--- config.mk ---
export PLATFORM = sky130hd
export DESIGN_NAME = if_eval_sched_flat
export DESIGN_NICKNAME = d
export VERILOG_FILES = /design/src/rtl/if_eval_sched_if.sv /design/src/rtl/if_eval_sched.sv /design/src/flat_wrapper.sv
export SDC_FILE = /design/constraint.sdc
export NUM_CORES = 1
export LEC_CHECK = 0
export ABC_CLOCK_PERIOD_IN_PS = 16400
export CORE_ASPECT_RATIO = 0.8
export CORE_MARGIN = 4
export CORE_UTILIZATION = 52
export CTS_CLUSTER_DIAMETER = 150
export DETAILED_ROUTE_END_ITERATION = 10
export GPL_ROUTABILITY_DRIVEN = 1
export PLACE_DENSITY = 0.86
export SYNTH_ARGS = -nofsm -noshare
export SYNTH_HDL_FRONTEND = slang
export SYNTH_SLANG_ARGS = --single-unit
export TNS_END_PERCENT = 20
--- constraint.sdc ---
create_clock -name clk -period 16.4 [get_ports clk]
set_clock_uncertainty 0.1 [all_clocks]
set_input_delay 3.28 -clock clk [delete_from_list [all_inputs] [get_ports clk]]
set_output_delay 3.28 -clock clk [all_outputs]
set_load 0.1 [all_outputs]
--- src/rtl/if_eval_sched_if.sv ---
// Control, memory-read and result signals of the if_eval_sched sequencer.
// hit_idx is present only when IF_EVAL_FIRST_HIT_EN is defined.
interface if_eval_sched_if #(
  parameter int DATA_W = 32,
  parameter int ADDR_W = 4
);
  logic              start;
  logic [ADDR_W:0]   len;
  logic              abort;
  logic              rd_en;
  logic [ADDR_W-1:0] rd_addr;
  logic [DATA_W-1:0] array_a_rdata;
  logic [DATA_W-1:0] array_b_rdata;
  logic              res_valid;
  logic [ADDR_W-1:0] res_idx;
  logic              if_condition;
  logic [ADDR_W:0]   hit_count;
  logic              busy;
  logic              done;
`ifdef IF_EVAL_FIRST_HIT_EN
  logic [ADDR_W-1:0] hit_idx;

  modport master (
    output start, len, abort, array_a_rdata, array_b_rdata,
    input  rd_en, rd_addr, res_valid, res_idx, if_condition, hit_count, busy, done, hit_idx
  );
  modport slave (
    input  start, len, abort, array_a_rdata, array_b_rdata,
    output rd_en, rd_addr, res_valid, res_idx, if_condition, hit_count, busy, done, hit_idx
  );
`else
  modport master (
    output start, len, abort, array_a_rdata, array_b_rdata,
    input  rd_en, rd_addr, res_valid, res_idx, if_condition, hit_count, busy, done
  );
  modport slave (
    input  start, len, abort, array_a_rdata, array_b_rdata,
    output rd_en, rd_addr, res_valid, res_idx, if_condition, hit_count, busy, done
  );
`endif
endinterface

--- src/rtl/if_eval_sched.sv ---
// Sequencer for the (a > TH_A && b > TH_B) datapath: walks len elements of two RAMs,
// streams per-element flags and counts hits. IF_EVAL_FIRST_HIT_EN stops at the first hit.
module if_eval_sched #(
  parameter int          DATA_W = 32,
  parameter int          DEPTH  = 16,
  parameter int          ADDR_W = 4,
  parameter int unsigned TH_A   = 65536,
  parameter int unsigned TH_B   = 458752
) (
  input  logic           clk,
  input  logic           reset,
  if_eval_sched_if.slave bus
);

  localparam int                LEN_W   = ADDR_W + 1;
  localparam logic [LEN_W-1:0]  DEPTH_V = LEN_W'(DEPTH);
  localparam logic [DATA_W-1:0] TH_A_V  = DATA_W'(TH_A);
  localparam logic [DATA_W-1:0] TH_B_V  = DATA_W'(TH_B);

  typedef enum logic [2:0] {S_IDLE, S_FETCH, S_WAIT, S_EVAL, S_DONE} state_e;

  state_e            state_q, state_d;
  logic [ADDR_W-1:0] idx_q, idx_d;
  logic [LEN_W-1:0]  len_eff_q, len_eff_d;
  logic [DATA_W-1:0] a_q, a_d, b_q, b_d;
  logic              rd_en_q, rd_en_d;
  logic [ADDR_W-1:0] rd_addr_q, rd_addr_d;
  logic              res_valid_q, res_valid_d;
  logic [ADDR_W-1:0] res_idx_q, res_idx_d;
  logic              cond_q, cond_d;
  logic [LEN_W-1:0]  hit_count_q, hit_count_d;
  logic              busy_q, busy_d;
  logic              done_q, done_d;
  logic [ADDR_W-1:0] hit_idx_q, hit_idx_d;

  logic [LEN_W-1:0]  len_clamped;
  logic              cond;
  logic              last_elem;
  logic              abort_act;
  logic              stop_on_hit;

`ifdef IF_EVAL_FIRST_HIT_EN
  assign stop_on_hit = cond;
`else
  assign stop_on_hit = 1'b0;
`endif

  assign len_clamped = (bus.len > DEPTH_V) ? DEPTH_V : bus.len;
  assign cond        = (a_q > TH_A_V) && (b_q > TH_B_V);
  assign last_elem   = ({1'b0, idx_q} == (len_eff_q - LEN_W'(1)));
  assign abort_act   = bus.abort && (state_q inside {S_FETCH, S_WAIT, S_EVAL});

  // NOTE: sequential state uses non-blocking assignments so every flop samples pre-edge values.
  always_ff @(posedge clk or posedge reset) begin
    if (reset) state_q <= S_IDLE;
    else       state_q <= state_d;
  end

  always_comb begin
    state_d = state_q;
    unique case (state_q)
      S_IDLE:  if (bus.start) state_d = (len_clamped == '0) ? S_DONE : S_FETCH;
      S_FETCH: state_d = S_WAIT;
      S_WAIT:  state_d = S_EVAL;
      S_EVAL:  state_d = (last_elem || stop_on_hit) ? S_DONE : S_FETCH;
      S_DONE:  state_d = S_IDLE;
      default: state_d = S_IDLE;
    endcase
    // Abort outranks every transition, including the final EVAL.
    if (abort_act) state_d = S_IDLE;
  end

  // NOTE: every signal gets a default at the top of the block so no path infers a latch.
  always_comb begin
    idx_d       = idx_q;
    len_eff_d   = len_eff_q;
    a_d         = a_q;
    b_d         = b_q;
    rd_addr_d   = rd_addr_q;
    res_valid_d = 1'b0;
    res_idx_d   = res_idx_q;
    cond_d      = cond_q;
    hit_count_d = hit_count_q;
    hit_idx_d   = hit_idx_q;
    rd_en_d     = (state_d == S_FETCH);
    busy_d      = (state_d inside {S_FETCH, S_WAIT, S_EVAL});
    done_d      = (state_q == S_DONE);

    unique case (state_q)
      S_IDLE: begin
        if (bus.start) begin
          len_eff_d   = len_clamped;
          hit_count_d = '0;
          hit_idx_d   = '0;
          idx_d       = '0;
        end
      end
      S_WAIT: begin
        a_d = bus.array_a_rdata;
        b_d = bus.array_b_rdata;
      end
      S_EVAL: begin
        if (!bus.abort) begin
          res_valid_d = 1'b1;
          res_idx_d   = idx_q;
          cond_d      = cond;
          if (cond) begin
            hit_count_d = hit_count_q + LEN_W'(1);
            if (hit_count_q == '0) hit_idx_d = idx_q;
          end
          if (!last_elem) idx_d = idx_q + ADDR_W'(1);
        end
      end
      default: ;
    endcase

    if (state_d == S_FETCH) rd_addr_d = idx_d;
  end

  always_ff @(posedge clk or posedge reset) begin
    if (reset) begin
      idx_q       <= '0;
      len_eff_q   <= '0;
      rd_en_q     <= 1'b0;
      rd_addr_q   <= '0;
      res_valid_q <= 1'b0;
      res_idx_q   <= '0;
      cond_q      <= 1'b0;
      hit_count_q <= '0;
      hit_idx_q   <= '0;
      busy_q      <= 1'b0;
      done_q      <= 1'b0;
    end else begin
      idx_q       <= idx_d;
      len_eff_q   <= len_eff_d;
      rd_en_q     <= rd_en_d;
      rd_addr_q   <= rd_addr_d;
      res_valid_q <= res_valid_d;
      res_idx_q   <= res_idx_d;
      cond_q      <= cond_d;
      hit_count_q <= hit_count_d;
      hit_idx_q   <= hit_idx_d;
      busy_q      <= busy_d;
      done_q      <= done_d;
    end
  end

  // NOTE: the read-data capture registers carry no reset; they are always written in WAIT before EVAL reads them.
  always_ff @(posedge clk) begin
    a_q <= a_d;
    b_q <= b_d;
  end

  assign bus.rd_en        = rd_en_q;
  assign bus.rd_addr      = rd_addr_q;
  assign bus.res_valid    = res_valid_q;
  assign bus.res_idx      = res_idx_q;
  assign bus.if_condition = cond_q;
  assign bus.hit_count    = hit_count_q;
  assign bus.busy         = busy_q;
  assign bus.done         = done_q;
`ifdef IF_EVAL_FIRST_HIT_EN
  assign bus.hit_idx      = hit_idx_q;
`endif

endmodule

--- src/flat_wrapper.sv ---
// flat-port wrapper written by rule: the top's interface ports become plain ports
module if_eval_sched_flat 
#(
  parameter int          DATA_W = 32,
  parameter int          DEPTH  = 16,
  parameter int          ADDR_W = 4,
  parameter int unsigned TH_A   = 65536,
  parameter int unsigned TH_B   = 458752
)
  (clk, reset, bus_start, bus_len, bus_abort, bus_array_a_rdata, bus_array_b_rdata, bus_rd_en, bus_rd_addr, bus_res_valid, bus_res_idx, bus_if_condition, bus_hit_count, bus_busy, bus_done);
  if_eval_sched_if #(.DATA_W(DATA_W), .ADDR_W(ADDR_W)) bus_i ();
  input  logic clk;
  input  logic reset;
  input wire logic [$bits(bus_i.start)-1:0] bus_start;
  input wire logic [$bits(bus_i.len)-1:0] bus_len;
  input wire logic [$bits(bus_i.abort)-1:0] bus_abort;
  input wire logic [$bits(bus_i.array_a_rdata)-1:0] bus_array_a_rdata;
  input wire logic [$bits(bus_i.array_b_rdata)-1:0] bus_array_b_rdata;
  output wire logic [$bits(bus_i.rd_en)-1:0] bus_rd_en;
  output wire logic [$bits(bus_i.rd_addr)-1:0] bus_rd_addr;
  output wire logic [$bits(bus_i.res_valid)-1:0] bus_res_valid;
  output wire logic [$bits(bus_i.res_idx)-1:0] bus_res_idx;
  output wire logic [$bits(bus_i.if_condition)-1:0] bus_if_condition;
  output wire logic [$bits(bus_i.hit_count)-1:0] bus_hit_count;
  output wire logic [$bits(bus_i.busy)-1:0] bus_busy;
  output wire logic [$bits(bus_i.done)-1:0] bus_done;
  assign bus_i.start = bus_start;
  assign bus_i.len = bus_len;
  assign bus_i.abort = bus_abort;
  assign bus_i.array_a_rdata = bus_array_a_rdata;
  assign bus_i.array_b_rdata = bus_array_b_rdata;
  assign bus_rd_en = bus_i.rd_en;
  assign bus_rd_addr = bus_i.rd_addr;
  assign bus_res_valid = bus_i.res_valid;
  assign bus_res_idx = bus_i.res_idx;
  assign bus_if_condition = bus_i.if_condition;
  assign bus_hit_count = bus_i.hit_count;
  assign bus_busy = bus_i.busy;
  assign bus_done = bus_i.done;
  if_eval_sched #(.DATA_W(DATA_W), .DEPTH(DEPTH), .ADDR_W(ADDR_W), .TH_A(TH_A), .TH_B(TH_B)) u_core (.clk(clk), .reset(reset), .bus(bus_i));
endmodule
==> reports/qor.yml, run 1 <==
place_congestion: 0.810
clkPwrFrac: 0.197
place_ws_ps: 10860
outcome: "finished clean"
period_share: 0.327
p_leak_nw: 1.70
fin_util: 0.724
ys_async_sr_fraction: 0.319
grt_setup_unrepaired: "false"
drv_cap: 0
drt_iter0_markers: 72
grt_overflow_total: 0
slowest_stage: "clkdlybuf4s50_1"
num_vias: 2159
yosys.area.top_type_share: 0.552
placed_area_um2: 4480
ir_worst_vdd_mv: 0.0831
cp-end-kind: "output pin"
yosysWarnings: 0
seqPwrFrac: 0.501
hold_path_end: "u_core.bus.res_idx[1]$_DFFE_PP0P_"
finalPower_mw: 0.710
cts_resized: 0
cts_buffer_depth: 2
cts_tree: "done"
cp_max_fo: 5
synthTopCellsByCount: "edfxtp_1 (64), dfrtp_1 (30), nand2_1 (25)"
vias_per_cell: 5.29
cts-buffers-inserted: 9
path_buf_inv: 1
port_buffers: 90
h-tree-depth: 3
post-cts-setup-buffers: 0
max_stage_delay_ps: 1190
min_period_ps: 5360
worstHoldStart: "u_core.bus.res_idx[1]$_DFFE_PP0P_"
multi_input_area_um2: 753
synthToLayoutAreaGrowth_pct: 34.0
sw_frac_of_total: 0.361
synth-edff-count: 64
dp_hpwl_mm: 5.05
layout-drive-gt1-share: 0.0802
hold_violations: 0
start_kind: "flop"
fp-row-count: 26
seqCellArea_um2: 2670
powerDensity_nw_per_um2: 152
antenna_found_initial: 0
relSlewSlack: 0.246
die-area_um2: 8070
synth_top_area_cell: "edfxtp_1"
grt_use_total: 0.180
yosysSeqAreaShare: 0.768
insertion_delay_ps: 360
rr_startpoint: "u_core.state_q[0]$_DFF_PP0_"
p_sw_mw: 0.256
wire_per_inst_um: 16.5
r2r_cells: 4
r2r_end: "u_core.bus.rd_addr[2]$_DFFE_PP0P_"
synth_seq_cells: 94
die_x_um: 99.5
start_util: 0.540
crit_start: "u_core.bus.hit_count[0]$_DFFE_PP0P_"
cts_hold_buf: 0
drc: 0
syn_avg_cell_area_um2: 15.7
wl_mm: 6.75
syn_nets: 297
ios: 91
worstHoldPathCells: 2
first_pass_iters: 4
synth.most_common_cell: "edfxtp_1"
fillCellCount: 422
worst_pin_slew_ps: 1130
slew_violations: 0
power_frac_comb: 0.303
antenna_cells: 0
final_nets: 395
reg2reg_slack_ps: 14050
grt_pass1_vias: 2311
netlist_area_um2: 3480
core_area_um2: 6440
ys_types: 41
path_cells: "clkdlybuf4s50_1"
grt_start_max_net_pins: 65
grt_pass1_wl_mm: 11.0
fmax_mhz: 186
synth.area.top_cells: "edfxtp_1 (55%), dfrtp_1 (22%), nand2_1 (2.7%)"
layout_setup_ws_ps: 11040
ys.flop_type: "edfxtp_1"
intPower_mw: 0.454
hp-class: "reg2reg"
path_delay_family: "buffers and inverters"
chipHeight_um: 81.2
drtAntennaViolNets: 0
tns_ps: 0
syn_inst: 221
cp_data_arrival_time_ps: 1980
clk_pin_slew_worst_paths_ps: 80
crit_type: "reg2out"
clock-sinks: 94
root_buffer: "clkbuf_8"
stdcell_area_um2: 4660
cp.required_ps: 13020
setup_viol: 0
-- power groups by stage --
stage / Combinational, mW / Clock (mW) / Sequential [mW]
detailed placement: 0.216 / 0 / 0.361
finish: 0.215 / 0.140 / 0.356
global route: 0.231 / 0.154 / 0.363
floorplan: 0.0873 / 0 / 0.428
global placement: 0.210 / 0 / 0.357
CTS: 0.217 / 0.144 / 0.356
-- per-stage QoR --
step                hold slack [ps]  cells
finish                          384    408
global route                    404    408
CTS                             382    408
detailed placement              361    392
global placement                374    392
floorplan                       367    221
-- worst max-delay path by stage --
| stage | end | slack, ps | depth (start not counted) |
|---|---|---|---|
| floorplan | u_core.a_q[0]$_DFFE_PP_ | 10460 | 2 |
| global placement | u_core.bus.rd_addr[2]$_DFFE_PP0P_ | 10980 | 5 |
| detailed placement | u_core.bus.rd_addr[2]$_DFFE_PP0P_ | 10860 | 5 |
| CTS | bus_hit_count[0] | 11020 | 1 |
| global route | bus_hit_count[0] | 10970 | 1 |
| finish | bus_hit_count[0] | 11040 | 1 |
-- final cells by class --
class / count / share of cell area
timing repair buffer: 91 / 0.195
sequential: 94 / 0.573
tap: 84 / 0.0225
clock buffer: 10 / 0.0295
clock inverter: 6 / 0.00939
inverter: 10 / 0.00912
multi-input combinational: 113 / 0.162
-- per-layer routing --
layer | up-vias | wire length (um) | share of wire | global-route usage
met5 | - | 0 | 0 | 0
met2 | 74 | 3380 | 0.50 | 0.313
met3 | 8 | 557 | 0.083 | 0.0798
met4 | 0 | 59 | 0.0087 | 0.0437
met1 | 1043 | 2750 | 0.41 | 0.207
li1 | 1034 | - | - | -
-- cell families after synthesis --
group	Yosys count	share of synthesized area
mux	7	0.0205
simple gates	71	0.114
buf+inv	14	0.0169
fa+ha+maj	3	0.0108
xor+xnor	8	0.0201
flops	94	0.768
compound gates	24	0.0496
-- state kept, by name, summed over array words and instances (netlist names) --
name and count:
u_core.bus.res_valid 1, u_core.bus.res_idx 4, u_core.bus.busy 1, u_core.b_q 32, u_core.bus.done 1, u_core.len_eff_q 5, u_core.bus.rd_en 1, u_core.bus.hit_count 5
u_core.bus.if_condition 1, u_core.a_q 32, u_core.state_q 3, u_core.bus.rd_addr 4, u_core.idx_q 4
-- layout by cell type (no fill, tap or decap), types with 4 or more instances in the layout --
master and instances:
nand2_1 25, clkbuf_8 10, o21ai_0 8, a41oi_1 4, nor4_1 13, clkdlybuf4s50_1 90
edfxtp_1 64, dfrtp_1 30, xnor2_1 6, inv_1 9, nor3_1 5, mux2i_1 6
-- tightest hold or removal path: cells and delay by family (launching register included) --
kind,cells,cell delay (ps)
flip-flops,1,350
AND/OR/NAND/NOR,2,110
Power figures use the tool's default switching activity.
==> run 2: changes to the inputs <==
--- a/config.mk
+++ b/config.mk
@@ -5,14 +5,14 @@
 export SDC_FILE = /design/constraint.sdc
 export NUM_CORES = 1
 export LEC_CHECK = 0
-export ABC_CLOCK_PERIOD_IN_PS = 16400
+export ABC_CLOCK_PERIOD_IN_PS = 5300
 export CORE_ASPECT_RATIO = 0.8
 export CORE_MARGIN = 4
-export CORE_UTILIZATION = 52
+export CORE_UTILIZATION = 48
 export CTS_CLUSTER_DIAMETER = 150
 export DETAILED_ROUTE_END_ITERATION = 10
 export GPL_ROUTABILITY_DRIVEN = 1
-export PLACE_DENSITY = 0.86
+export PLACE_DENSITY = 0.8
 export SYNTH_ARGS = -nofsm -noshare
 export SYNTH_HDL_FRONTEND = slang
 export SYNTH_SLANG_ARGS = --single-unit
==> constraint.sdc (replaced) <==
create_clock -name clk -period 5.3 [get_ports clk]
set_clock_uncertainty 0.1 [all_clocks]
set_input_delay 1.06 -clock clk [delete_from_list [all_inputs] [get_ports clk]]
set_output_delay 1.06 -clock clk [all_outputs]
set_load 0.1 [all_outputs]
==> run 2 against run 1 <==
- sequential cell count did not move
- clock-buffer cell count fell by 1
- worst setup slack got worse by 8900 ps
- design area rose by 0.54%
- sequential share of layout area fell by 0.31 points
==> reports/qor.yml, run 2 (synthesized netlist as in run 1, its figures left out) <==
h-tree-depth: 3
fp-row-count: 27
antenna_found_initial: 0
synthToLayoutAreaGrowth_pct: 34.7
top_regs: "u_core.a_q (32), u_core.b_q (32)"
cp_max_fo: 5
wl_mm: 6.66
ios: 91
layout-drive-gt1-share: 0.0772
vias_per_cell: 5.23
cp_data_arrival_time_ps: 1970
cp.required_ps: 4140
fin_util: 0.674
final_cell_mix: "clkdlybuf4s50_1 (90), edfxtp_1 (64), dfrtp_1 (30)"
post-cts-setup-buffers: 0
setup_viol: 0
clock-sinks: 94
place_ws_ps: 2060
path_buf_inv: 1
drv_cap: 0
grt_setup_unrepaired: "false"
fillCellCount: 509
path_cells: "clkdlybuf4s50_1"
layout_commonest_cell: "clkdlybuf4s50_1"
tns_ps: 0
start_kind: "flop"
hold_path_end: "u_core.bus.if_condition$_DFFE_PP0P_"
reg2reg_slack_ps: 2910
antenna_cells: 0
crit_type: "reg2out"
r2r_end: "u_core.idx_q[3]$_DFF_PP0_"
num_vias: 2149
wire_per_inst_um: 16.2
cts-buffers-inserted: 9
grt_overflow_total: 0
core_area_um2: 6960
root_buffer: "clkbuf_8"
worstHoldPathCells: 1
port_buffers: 90
layout_setup_ws_ps: 2170
max_stage_delay_ps: 1190
first_pass_iters: 4
r2r_cells: 7
placed_area_um2: 4490
min_period_ps: 3130
hp-class: "reg2reg"
stdcell_area_um2: 4690
grt_start_max_net_pins: 65
fmax_mhz: 320
start_util: 0.500
relSlewSlack: 0.246
grt_pass1_wl_mm: 10.6
rr_startpoint: "u_core.len_eff_q[0]$_DFFE_PP0P_"
slowest_stage: "clkdlybuf4s50_1"
p_leak_nw: 1.70
cts_resized: 0
place_congestion: 0.856
powerDensity_nw_per_um2: 476
period_share: 0.590
hold_violations: 0
clk_pin_slew_worst_paths_ps: 90
path_delay_family: "buffers and inverters"
drtAntennaViolNets: 0
worstHoldStart: "u_core.bus.if_condition$_DFFE_PP0P_"
insertion_delay_ps: 350
dp_hpwl_mm: 4.87
fin_cells: 411
final_nets: 395
grt_pass1_vias: 2192
chipHeight_um: 84.2
cts_tree: "done"
worst_pin_slew_ps: 1130
cts_hold_buf: 0
grt_use_total: 0.163
cp-end-kind: "output pin"
cts_buffer_depth: 2
drt_iter0_markers: 95
drc: 0
dp_cells: 395
ir_worst_vdd_mv: 0.244
die-area_um2: 8680
outcome: "finished clean"
die_x_um: 103
slew_violations: 0
run 2: cell count changes in the layout (fill, tap and decap cells not counted), sizes merged:
| cell | delta |
|---|---|
| clkinv | +1 |
| bufinv | +1 |
| inv | -1 |
| clkbuf | -1 |
run 2: power breakdown:
group          switching (mW)  internal [mW]  total [mW]  leakage [nW]
clock network           0.245          0.220       0.464        0.0976
registers              0.0926           1.01        1.10         0.991
logic                   0.454          0.214       0.668         0.614
run 2: metrics by stage:
step / total power, mW / hold slack, ps
2_1_floorplan: 1.58 / 367
3_3_place_gp: 1.76 / 369
3_5_place_dp: 1.79 / 381
4_1_cts: 2.25 / 389
5_1_grt: 2.35 / 403
6_report: 2.23 / 383
run 2: layout make-up:
cell class	instances	area (um^2)	share of cell area
well taps	87	109	0.0232
repair buffers	91	908	0.194
multi-input cells	113	759	0.162
inverters	10	42.5	0.00907
flip-flops and latches	94	2670	0.570
clock buffers	9	124	0.0264
clock inverters	7	72.6	0.0155
run 2: worst max path at each step:
stage                                         from                                end  slack, ps  depth (start not counted)
6_report       u_core.bus.hit_count[0]$_DFFE_PP0P_                   bus_hit_count[0]       2170                          1
5_1_grt        u_core.bus.hit_count[2]$_DFFE_PP0P_                   bus_hit_count[2]       2090                          1
4_1_cts        u_core.bus.hit_count[0]$_DFFE_PP0P_                   bus_hit_count[0]       2160                          1
3_5_place_dp                             bus_abort  u_core.bus.rd_addr[2]$_DFFE_PP0P_       2060                          8
3_3_place_gp                             bus_start  u_core.bus.rd_addr[2]$_DFFE_PP0P_       2100                          5
2_1_floorplan          u_core.state_q[0]$_DFF_PP0_            u_core.a_q[0]$_DFFE_PP_       1640                          2
run 2: routing by layer:
| metal | part of all wire | GRT usage |
|---|---|---|
| met1 | 0.41 | 0.201 |
| met4 | 0.0096 | 0.0447 |
| met5 | 0 | 0 |
| met2 | 0.48 | 0.259 |
| met3 | 0.095 | 0.0756 |
==> run 3: changes to the inputs <==
--- a/config.mk
+++ b/config.mk
@@ -5,14 +5,14 @@
 export SDC_FILE = /design/constraint.sdc
 export NUM_CORES = 1
 export LEC_CHECK = 0
-export ABC_CLOCK_PERIOD_IN_PS = 5300
+export ABC_CLOCK_PERIOD_IN_PS = 2800
 export CORE_ASPECT_RATIO = 0.8
 export CORE_MARGIN = 4
-export CORE_UTILIZATION = 48
+export CORE_UTILIZATION = 43
 export CTS_CLUSTER_DIAMETER = 150
 export DETAILED_ROUTE_END_ITERATION = 10
 export GPL_ROUTABILITY_DRIVEN = 1
-export PLACE_DENSITY = 0.8
+export PLACE_DENSITY = 0.76
 export SYNTH_ARGS = -nofsm -noshare
 export SYNTH_HDL_FRONTEND = slang
 export SYNTH_SLANG_ARGS = --single-unit
==> constraint.sdc (replaced) <==
create_clock -name clk -period 2.8 [get_ports clk]
set_clock_uncertainty 0.1 [all_clocks]
set_input_delay 0.56 -clock clk [delete_from_list [all_inputs] [get_ports clk]]
set_output_delay 0.56 -clock clk [all_outputs]
set_load 0.1 [all_outputs]
==> run 3 against run 2 <==
- non-clock buffer count up 4
- worst hold slack better by 10 ps
- register-to-register slack worse by 2400 ps
- power up 93%
- die area up 11%
- sequential share of layout area down 0.50 points
- via count down 0.47%
- worst setup slack worse by 1700 ps
- critical path depth up 5
- critical endpoint is now u_core.idx_q[3]$_DFF_PP0_
- cell count up 6.1%
- highest routed layer unchanged
- sequential cell count unchanged
- clock-buffer cell count up 1
==> reports/qor.yml, run 3 (synthesized netlist as in run 1, its figures left out) <==
multi_input_area_um2: 759
place_ws_ps: 68.2
hold_violations: 0
grt_start_max_net_pins: 65
cp_data_arrival_time_ps: 2480
slew_violations: 0
first_pass_iters: 4
clk_pin_slew_worst_paths_ps: 90
antenna_cells: 0
chipHeight_um: 88.5
fp-row-count: 29
post-cts-setup-buffers: 0
die-area_um2: 9600
fmax_mhz: 422
finalPower_mw: 4.31
root_buffer: "clkbuf_8"
outcome: "finished clean"
layout_setup_ws_ps: 432
holdWs_ps: 393
min_period_ps: 2370
port_buffers: 90
hp-class: "reg2reg"
crit_type: "in2reg"
drv_cap: 0
h-tree-depth: 3
final_cell_mix: "clkdlybuf4s50_1 (72), edfxtp_1 (64), dfrtp_1 (30)"
grt_pass1_vias: 2273
cts_tree: "done"
num_vias: 2139
cp-end-kind: "flop"
place_congestion: 0.816
vias_per_cell: 4.91
final_nets: 399
stdcell_area_um2: 4730
top_regs: "u_core.a_q (32), u_core.b_q (32)"
cp.required_ps: 2910
dp_hpwl_mm: 4.93
drt_iter0_markers: 70
wl_mm: 6.77
cp_max_fo: 10
cts-buffers-inserted: 9
cts_resized: 0
setup_viol: 0
powerDensity_nw_per_um2: 912
placed_area_um2: 4520
insertion_delay_ps: 350
start_util: 0.440
ios: 91
synthToLayoutAreaGrowth_pct: 35.9
relSlewSlack: 0.631
fin_cells: 436
fin_util: 0.598
drc: 0
dp_cells: 420
grt_setup_unrepaired: "false"
layout_commonest_cell: "clkdlybuf4s50_1"
grt_use_total: 0.148
cts_hold_buf: 0
p_leak_nw: 1.76
die_x_um: 109
antenna_found_initial: 0
cts_buffer_depth: 2
core_area_um2: 7910
layout-drive-gt1-share: 0.140
clock-sinks: 94
fillCellCount: 651
seqCellArea_um2: 2670
period_share: 0.846
wire_per_inst_um: 15.5
drtAntennaViolNets: 0
start_kind: "primary input"
grt_overflow_total: 0
grt_pass1_wl_mm: 10.6
ir_worst_vdd_mv: 0.738
tns_ps: 0
worst_pin_slew_ps: 546
[run 3: changes by cell type in the layout (fill, tap and decap cells not counted), sizes merged]
cell | before | now
clkinvlp | 1 | 3
buf | 1 | 23
clkinv | 4 | 2
inv | 11 | 9
clkdlybuf4s50 | 90 | 72
clkbuf | 9 | 10
bufinv | 1 | 2
[run 3: routing by layer]
| metal | global-route usage | vias to the layer above | share of wire | routed length (um) |
|---|---|---|---|---|
| met5 | 0 | - | 0 | 0 |
| met4 | 0.0516 | 0 | 0.013 | 88 |
| met3 | 0.0547 | 8 | 0.075 | 509 |
| met2 | 0.250 | 63 | 0.48 | 3280 |
| met1 | 0.177 | 1033 | 0.43 | 2890 |
| li1 | - | 1035 | - | - |
[run 3: path summary, 6_finish.rpt]
| check | slack (ps) | start | end | cells past startpoint |
|---|---|---|---|---|
| max in group asynchronous | 1850 | reset | u_core.bus.hit_count[2]$_DFFE_PP0P_ | 3 |
| worst min-delay path | 390 | u_core.bus.res_idx[1]$_DFFE_PP0P_ | u_core.bus.res_idx[1]$_DFFE_PP0P_ | 2 |
| worst max register to register | 550 | u_core.len_eff_q[0]$_DFFE_PP0P_ | u_core.idx_q[3]$_DFF_PP0_ | 7 |
| min in group asynchronous | 470 | reset | u_core.bus.if_condition$_DFFE_PP0P_ | 3 |
| worst min register to register | 390 | u_core.bus.res_idx[1]$_DFFE_PP0P_ | u_core.bus.res_idx[1]$_DFFE_PP0P_ | 2 |
| worst max-delay path | 430 | bus_abort | u_core.idx_q[3]$_DFF_PP0_ | 6 |
[run 3: where the power goes]
group          switching, mW  total [mW]  internal, mW
Clock                  0.457       0.957         0.500
Sequential             0.178        2.08          1.90
Combinational          0.858        1.28         0.418
Total                   1.49        4.31          2.82
[run 3: final cells by class]
type	instances	area share
Inverter	10	0.00899
Timing Repair Buffer	95	0.192
Sequential cell	94	0.565
Clock buffer	10	0.0270
Tap cell	108	0.0286
Multi-Input combinational cell	113	0.161
Clock inverter	6	0.0183
[run 3: critical path: stages]
cell and delay (ps):
clkdlybuf4s50_1 430, or3b_1 400, or2_4 270, buf_4 170
o311ai_0 480, o21ai_0 160
